==> src/rtl/memshare_delta_reset_gen.sv <==
// rtl/memshare_delta_reset_gen.sv - per-channel delta-FF reset generator (toggle / pulse modes)
//
// Purpose:
//   Generates one registered synchronous reset per delta-FF channel from the
//   RFMU isGtr event. Each channel works either in toggle mode (reset_o flips
//   on every event) or in pulse mode (reset_o is asserted for PULSE_LEN cycles
//   after an event, retriggerable). Channels are fully independent.
//
// Parameters:
//   CH_NUM        number of channels (1..32)
//   RST_POLARITY  asserted level of reset_o (0 = active low, 1 = active high)
//   PULSE_LEN     pulse-mode assertion length in cycles (1..255)
//
// Ports:
//   sys_clk    in   1         clock, rising edge
//   rstn       in   1         synchronous reset, active HIGH
//   isGtr_i    in   CH_NUM    per-channel isGtr event
//   mode_i     in   CH_NUM    per-channel mode request (0 toggle, 1 pulse)
//   clr_i      in   CH_NUM    per-channel synchronous force-deassert
//   reset_o    out  CH_NUM    registered reset to each delta FF
//   busy_o     out  CH_NUM    channel is in PULSE state
//   evt_cnt_o  out  CH_NUM*8  per-channel saturating event count, channel k at [8k+7:8k]
//
// Configuration:
//   MEMSHARE_DELTA_EVT_CNT_EN  when defined, evt_cnt_o counts accepted events;
//                              otherwise evt_cnt_o is tied to zero.

module memshare_delta_reset_gen #(
  parameter int   CH_NUM       = 4,
  parameter logic RST_POLARITY = 1'b0,
  parameter int   PULSE_LEN    = 2
) (
  input  logic                  sys_clk,
  input  logic                  rstn,
  input  logic [CH_NUM-1:0]     isGtr_i,
  input  logic [CH_NUM-1:0]     mode_i,
  input  logic [CH_NUM-1:0]     clr_i,
  output logic [CH_NUM-1:0]     reset_o,
  output logic [CH_NUM-1:0]     busy_o,
  output logic [CH_NUM*8-1:0]   evt_cnt_o
);

  typedef enum logic {
    IDLE  = 1'b0,
    PULSE = 1'b1
  } state_t;

  localparam logic       RST_ON   = RST_POLARITY;
  localparam logic       RST_OFF  = ~RST_POLARITY;
  // cnt counts the remaining asserted cycles after the current one
  localparam logic [7:0] CNT_LOAD = 8'(PULSE_LEN - 1);

  for (genvar k = 0; k < CH_NUM; k++) begin : g_ch
    state_t     state_q, state_d;
    logic [7:0] cnt_q, cnt_d;
    logic       mode_q, mode_d;
    logic       rst_q, rst_d;

    always_comb begin
      state_d = state_q;
      cnt_d   = cnt_q;
      mode_d  = mode_q;
      rst_d   = rst_q;

      // Mode is only allowed to change between pulses
      if (state_q == IDLE) begin
        mode_d = mode_i[k];
      end

      if (clr_i[k]) begin
        state_d = IDLE;
        cnt_d   = 8'd0;
        rst_d   = RST_OFF;
      end else begin
        case (state_q)
          IDLE: begin
            if (!mode_q) begin
              // Toggle mode: raw XOR, independent of polarity
              rst_d = rst_q ^ isGtr_i[k];
            end else if (isGtr_i[k]) begin
              state_d = PULSE;
              cnt_d   = CNT_LOAD;
              rst_d   = RST_ON;
            end else begin
              rst_d = RST_OFF;
            end
          end
          PULSE: begin
            if (isGtr_i[k]) begin
              // Retrigger keeps reset asserted with no gap
              cnt_d = CNT_LOAD;
              rst_d = RST_ON;
            end else if (cnt_q == 8'd0) begin
              state_d = IDLE;
              rst_d   = RST_OFF;
            end else begin
              cnt_d = cnt_q - 8'd1;
              rst_d = RST_ON;
            end
          end
        endcase
      end
    end

    always_ff @(posedge sys_clk) begin
      if (rstn) begin
        state_q <= IDLE;
        cnt_q   <= 8'd0;
        mode_q  <= 1'b0;
        rst_q   <= RST_ON;
      end else begin
        state_q <= state_d;
        cnt_q   <= cnt_d;
        mode_q  <= mode_d;
        rst_q   <= rst_d;
      end
    end

    assign reset_o[k] = rst_q;
    assign busy_o[k]  = (state_q == PULSE);

`ifdef MEMSHARE_DELTA_EVT_CNT_EN
    logic [7:0] evt_q;

    // An event cancelled by clr_i is not counted; clr_i does not clear the count
    always_ff @(posedge sys_clk) begin
      if (rstn) begin
        evt_q <= 8'd0;
      end else if (isGtr_i[k] && !clr_i[k] && (evt_q != 8'hFF)) begin
        evt_q <= evt_q + 8'd1;
      end
    end

    assign evt_cnt_o[8*k +: 8] = evt_q;
`else
    assign evt_cnt_o[8*k +: 8] = 8'd0;
`endif
  end

endmodule

==> config.mk <==
export PLATFORM = sky130hd
export DESIGN_NAME = memshare_delta_reset_gen
export DESIGN_NICKNAME = d
export VERILOG_FILES = /design/src/rtl/memshare_delta_reset_gen.sv
export SDC_FILE = /design/constraint.sdc
export NUM_CORES = 1
export LEC_CHECK = 0
export CORE_ASPECT_RATIO = 0.7
export CORE_UTILIZATION = 55
export CTS_CLUSTER_DIAMETER = 60
export DETAILED_ROUTE_END_ITERATION = 12
export HOLD_SLACK_MARGIN = 0.03
export PLACE_DENSITY = 0.85
export RECOVER_POWER = 25
export SKIP_CTS_REPAIR_TIMING = 1
export SLEW_MARGIN = 20
export SYNTH_ARGS = -nofsm -noshare
export SYNTH_HDL_FRONTEND = slang
export SYNTH_SLANG_ARGS = --single-unit
==> constraint.sdc <==
create_clock -name sys_clk -period 4.2 [get_ports sys_clk]
set_input_delay 0.84 -clock sys_clk [delete_from_list [all_inputs] [get_ports sys_clk]]
set_output_delay 0.84 -clock sys_clk [all_outputs]
set_load 0.01 [all_outputs]
# Word level (Yosys, flattened, before mapping)
# Cells that the tools add are included.
dict set report word_totals {
  reg_bits 44
  latch_bits 0
  ramBits 0
  romBits 0
  input_bits 14
  out_inout_bits 40
  wordCells 116
  n_memories 0
}
dict set report classes {
  addsub 4
  multipliers 0
  div_mod_pow 0
  n_lt_le_gt_ge 0
  eq_ne 12
  n_shift 0
  muxes 64
  bitwise 8
  reduce_logical 12
}
# operator n
set op_table {}
lappend op_table {{$mux 8} 16}
lappend op_table {{$pmux 8 s2} 4}
lappend op_table {{$mux 1} 36}
lappend op_table {{$logic_not 8->1} 4}
lappend op_table {{$sub 8x1->8 const B} 4}
lappend op_table {{$ne 2x2->1 const B} 8}
lappend op_table {{$pmux 1 s2} 8}
lappend op_table {{$ne 3x3->1 const B} 4}
lappend op_table {{$reduce_and 3->1} 4}
lappend op_table {{$reduce_or 2->1} 4}
lappend op_table {{$not 1->1} 4}
lappend op_table {{$xor 1x1->1} 4}

# Longest topological paths before layout
dict set report logic_depth {
  depth_word 5
  mapped_depth 6
  mapped_depth_nobuf 6
}

# Least setup slack after synthesis
# OpenSTA, ideal clock, no wires.
dict set report synth_path {
  path_kind {input -> register}
  from {input isGtr_i[2]}
  to {register g_ch[2].cnt_q[6]}
  setup_time_ns 0.116
  arrival_time_ns 1.975
  required_ns 4.084
  setup_slack_ns 2.109
  path_stages 5
  n_path_buf 1
  path_cell_list {buf_2 or4b_4 o21ai_1 nor3_1 a31o_2}
}
dict set report synth_via {
  elab_chain_cells 2
  word_cells_on_any_way 5
  cone_classes {eq/ne (2); mux (2); reduce/logical (1)}
}
# element line
set synth_rtl {}
lappend synth_rtl {{start: declaration} 35} ;# input logic [CH_NUM-1:0] isGtr_i,
lappend synth_rtl {{$ne 3x3->1 (no source line), or another cell as far along} n/a}
lappend synth_rtl {{$reduce_and 3->1 (no source line) / $pmux 8 s2 (equally long branches)} n/a}
lappend synth_rtl {{end signal: assignment} 113} ;# cnt_q <= cnt_d;
lappend synth_rtl {{end: declaration} 55} ;# logic [7:0] cnt_q, cnt_d;
# Parallel ways exist; a longest one is shown, timed or not.
# A chain may end at the register's enable or synchronous reset.

# Worst setup path after layout
dict set report layout_path {
  from {input rstn}
  to {register g_ch[3].cnt_q[7]}
}
dict set report layout_via {
  elab_chain_cells 1
}
# element line
set layout_rtl {}
lappend layout_rtl {{start: declaration} 34} ;# input logic rstn,
lappend layout_rtl {{$reduce_or 2->1 (no source line)} n/a}
lappend layout_rtl {{end signal: assignment} 113}
lappend layout_rtl {{end: declaration} 55}
# Every way passes these cells.

==> impl_metrics.csv <==
group,metric,value,unit
worst_setup_path,reg2reg_slack,2230,ps
cts,cts_htree_levels,2,
synth,ys.flop_type,"sky130_fd_sc_hd__dfxtp_1",
timing,finalWorstSetupSlack,1611,ps
worst_setup_path,timing.critical_path.slowest_stage_cell,"sky130_fd_sc_hd__dlygate4sd3_1",
synth,yosys.area_share.xor_xnor,0.9887,%
timing,report.final.setup_viol,0,
worst_setup_path,worstSetupPathType,"in2reg",
worst_setup_path,critical_path.top_delay_family,"buffers and inverters",
floorplanning,row_count,20,
floorplanning,start_util,59.33,%
synth,postSynthRegisterBits,44,
cts,cts_buffer_depth,2,
synth,post-synth-top-count-cell,"sky130_fd_sc_hd__dfxtp_1",
timing,final.period_utilization,61.64,%
synth,synth-edff-count,0,
synth,synth_top_family_by_area,"simple AND/OR/NAND/NOR gates",
synth,synth_cells,318,
synth,mappedNetlistArea,0.002658,mm²
timing,unrepaired_setup_endpoints_after_global_routing,"no",
place,dpl_worst_slack,1437,ps
cts,clock_latency,300,ps
synth,synth_top_area_cell,"sky130_fd_sc_hd__dfxtp_1",
place,dpl.hpwl,3741,µm
floorplanning,pin_count,54,
cells_and_area,number_of_nets_in_the_final_layout,350,
grt,antenna_found_initial,0,
synth,synth_cell_type_count,60,
synth,post_synth_mux_area_share,1.930,%
timing,fin_skew,6.008,ps
worst_setup_path,critical_path.max_stage_delay,860,ps
worst_setup_path,critical_path.cell_chain,"dlygate4sd3_1, clkbuf_1, or2_2, nor2_1, nand4b_1, nand3_1",
status,outcome,"finished clean",
cells_and_area,fin_area,0.002806,mm²
pwr,p_per_area,285.3,mW/mm²
cts,clkSinkCount,44,
routing,detail_route.iter0.violations,91,
grt,grt_start_max_net_pins,13,
worst_setup_path,worst_path_maximum_fanout,10,
run,max-cap-violations,0,
worst_setup_path,cp.required,4390,ps
grt,vias_in_the_first_global_route,1965,
worst_setup_path,critical_path.n_buffers_inverters,2,
synth,yosys.area_share.adder,3.766,%
synth,netlist.area_leader.share,33.15,%
min_path,worst_hold_path_type,"reg2reg",
pwr,cellLeakagePower,1.123,nW
timing,fmaxAchievable,0.3863,GHz
grt,grt_first_pass_wirelength,8694,µm
routing,length_of_the_first_detailed_routing_pass_in_iterations,4,
floorplanning,die_height,60.16,µm
timing,max_slew_margin,38.77,%
floorplanning,floorplan.die_area,0.005118,mm²
floorplanning,die-width,85.08,µm
routing,post_drt_via_cell_ratio,5.768,
cts,tritoncts,"done",
timing,worstMarginPinSlew,906.5,ps
grt,total_gr_overflow,0,
synth,ys_warn_count,0,
place,place_area,0.002720,mm²
synth,synth_area_leaders,"sky130_fd_sc_hd__dfxtp_1 33%, sky130_fd_sc_hd__buf_4 11%, sky130_fd_sc_hd__nor2_1 4.2%",
synth,synth-seq-area-share,33.15,%
routing,vias,2215,
synth,synth_compound_gate_area_share,21.00,%
timing,timing.final.hold_violations,0,
pwr,maximum_vdd_ir_drop,0.1320,mV
routing,drt_drc_violations_left,0,
cts,cts_buffers,5,
routing,postRouteAntennaNets,0,
synth,yosys.area_share.simple,24.39,%
floorplanning,core,0.004479,mm²
worst_setup_path,start_kind,"primary input",
cts,clk_pin_slew_worst_paths,80,ps
place,port_buffers,21,
synth,ys_async_sr_fraction,0,%
worst_setup_path,cp-end-kind,"flop",
routing,route.detailed.wl_per_inst,13.63,µm
timing,final.setup.tns,0,ps
synth,synthTopCellsByCount,"44 x sky130_fd_sc_hd__dfxtp_1, 40 x sky130_fd_sc_hd__buf_4, 30 x sky130_fd_sc_hd__nor2_1",
grt,gr-usage-all-layers,21.99,%
place,globalplace.congestion,0.9093,
timing,report.final.slew_viol_count,0,
worst_setup_path,worst_ep_arrival_time,2780,ps
cts,clock_tree_root,"sky130_fd_sc_hd__clkbuf_8",
routing,routed_wirelength,5233,µm
cells_and_area,syn2layout_area_growth,5.603,%
cells_and_area,layout-drive-gt1-share,7.599,%
synth,syn_avg_cell_area,8.357,µm²
cells_and_area,antennaDiodeCount,0,
timing,fin_crit,2589,ps
[power by group]
group / switching (W) / internal [W]
clock network: 0.000143 / 0.000134
logic: 0.0000547 / 0.0000376
registers: 0.00000713 / 0.000424
total: 0.000205 / 0.000596
[cell type report]
class / instances / area (µm²)
fill: 399 / 1673
multi-input combinational: 242 / 1504
sequential: 44 / 880.8
timing repair buffer: 22 / 214.0
clock buffer: 8 / 90.09
tap: 55 / 68.82
inverter: 13 / 48.80
[cells in the final DEF, fill, tap and decap left out, drive strengths merged, types with 3 or more instances in the layout]
cell / synthesis / routed
a311oi: 3 / 3
or2: 4 / 4
or3: 4 / 4
dlygate4sd3: 0 / 5
clkdlybuf4s50: 0 / 16
a21oi: 21 / 21
mux2i: 4 / 4
conb: 1 / 32
or4b: 4 / 4
a21o: 4 / 4
nor2: 30 / 30
nand3: 6 / 6
a211oi: 5 / 5
nor3b: 5 / 5
nor3: 23 / 23
ha: 8 / 8
clkbuf: 7 / 9
o21a: 6 / 6
nand4: 7 / 7
nor2b: 3 / 3
or4: 4 / 4
nand2: 9 / 9
o21ai: 17 / 17
nand2b: 4 / 4
xnor2: 3 / 3
dfxtp: 44 / 44
inv: 13 / 13
a2bb2oi: 3 / 3
a211o: 3 / 3
[kinds of logic after synthesis]
| group | Yosys count |
|---|---|
| buf+inv | 63 |
| flops | 44 |
| mux | 5 |
| simple gates | 113 |
| compound gates | 81 |
| xor+xnor | 3 |
| other cells | 1 |
| fa+ha+maj | 8 |
[metal layers]
metal	track usage, %	routed length (µm)	part of all wire (%)	up-vias
met5	0	0	0	-
met4	12.35	75	1.4	0
met3	4.144	285	5.4	8
met2	34.68	2259	43	69
met1	28.79	2612	50	1030
li1	-	-	-	1108
[final timing paths]
| check | endpoint | startpoint | cells after the start |
|---|---|---|---|
| worst max-delay path | g_ch[3].cnt_q[7] | rstn | 6 |
| worst min-delay path | g_ch[0].cnt_q[6] | g_ch[0].cnt_q[6] | 2 |
| worst max register to register | g_ch[3].cnt_q[4] | g_ch[3].cnt_q[0] | 5 |
| worst min register to register | g_ch[0].cnt_q[6] | g_ch[0].cnt_q[6] | 2 |
[sequential cells by signal, indices dropped and copies added, names as in the netlist]
register / cells
g_ch.mode_q: 4
g_ch.state_q: 4
g_ch.cnt_q: 32
g_ch.rst_q: 4
[worst register-to-register path, stage by stage (launching register included)]
cell and delay (ps):
sky130_fd_sc_hd__dfxtp_1 440, sky130_fd_sc_hd__inv_1 90, sky130_fd_sc_hd__ha_1 230, sky130_fd_sc_hd__a41oi_1 700, sky130_fd_sc_hd__a21oi_1 150, sky130_fd_sc_hd__a311oi_1 260
[stage by stage]
step / utilization [%] / cells / hold WS, ps / total power, W
after floorplan: - / 349 / 453.5 / 0.0005282
after global placement: 60.73 / 376 / 469.9 / 0.0005318
after detailed placement: 60.73 / 376 / 479.9 / 0.0005334
after CTS: 62.74 / 384 / 491.5 / 0.0008093
after global routing: 62.65 / 384 / 535.4 / 0.0008342
final: 62.65 / 384 / 486.9 / 0.0008008
Power figures use the tool's default switching activity.
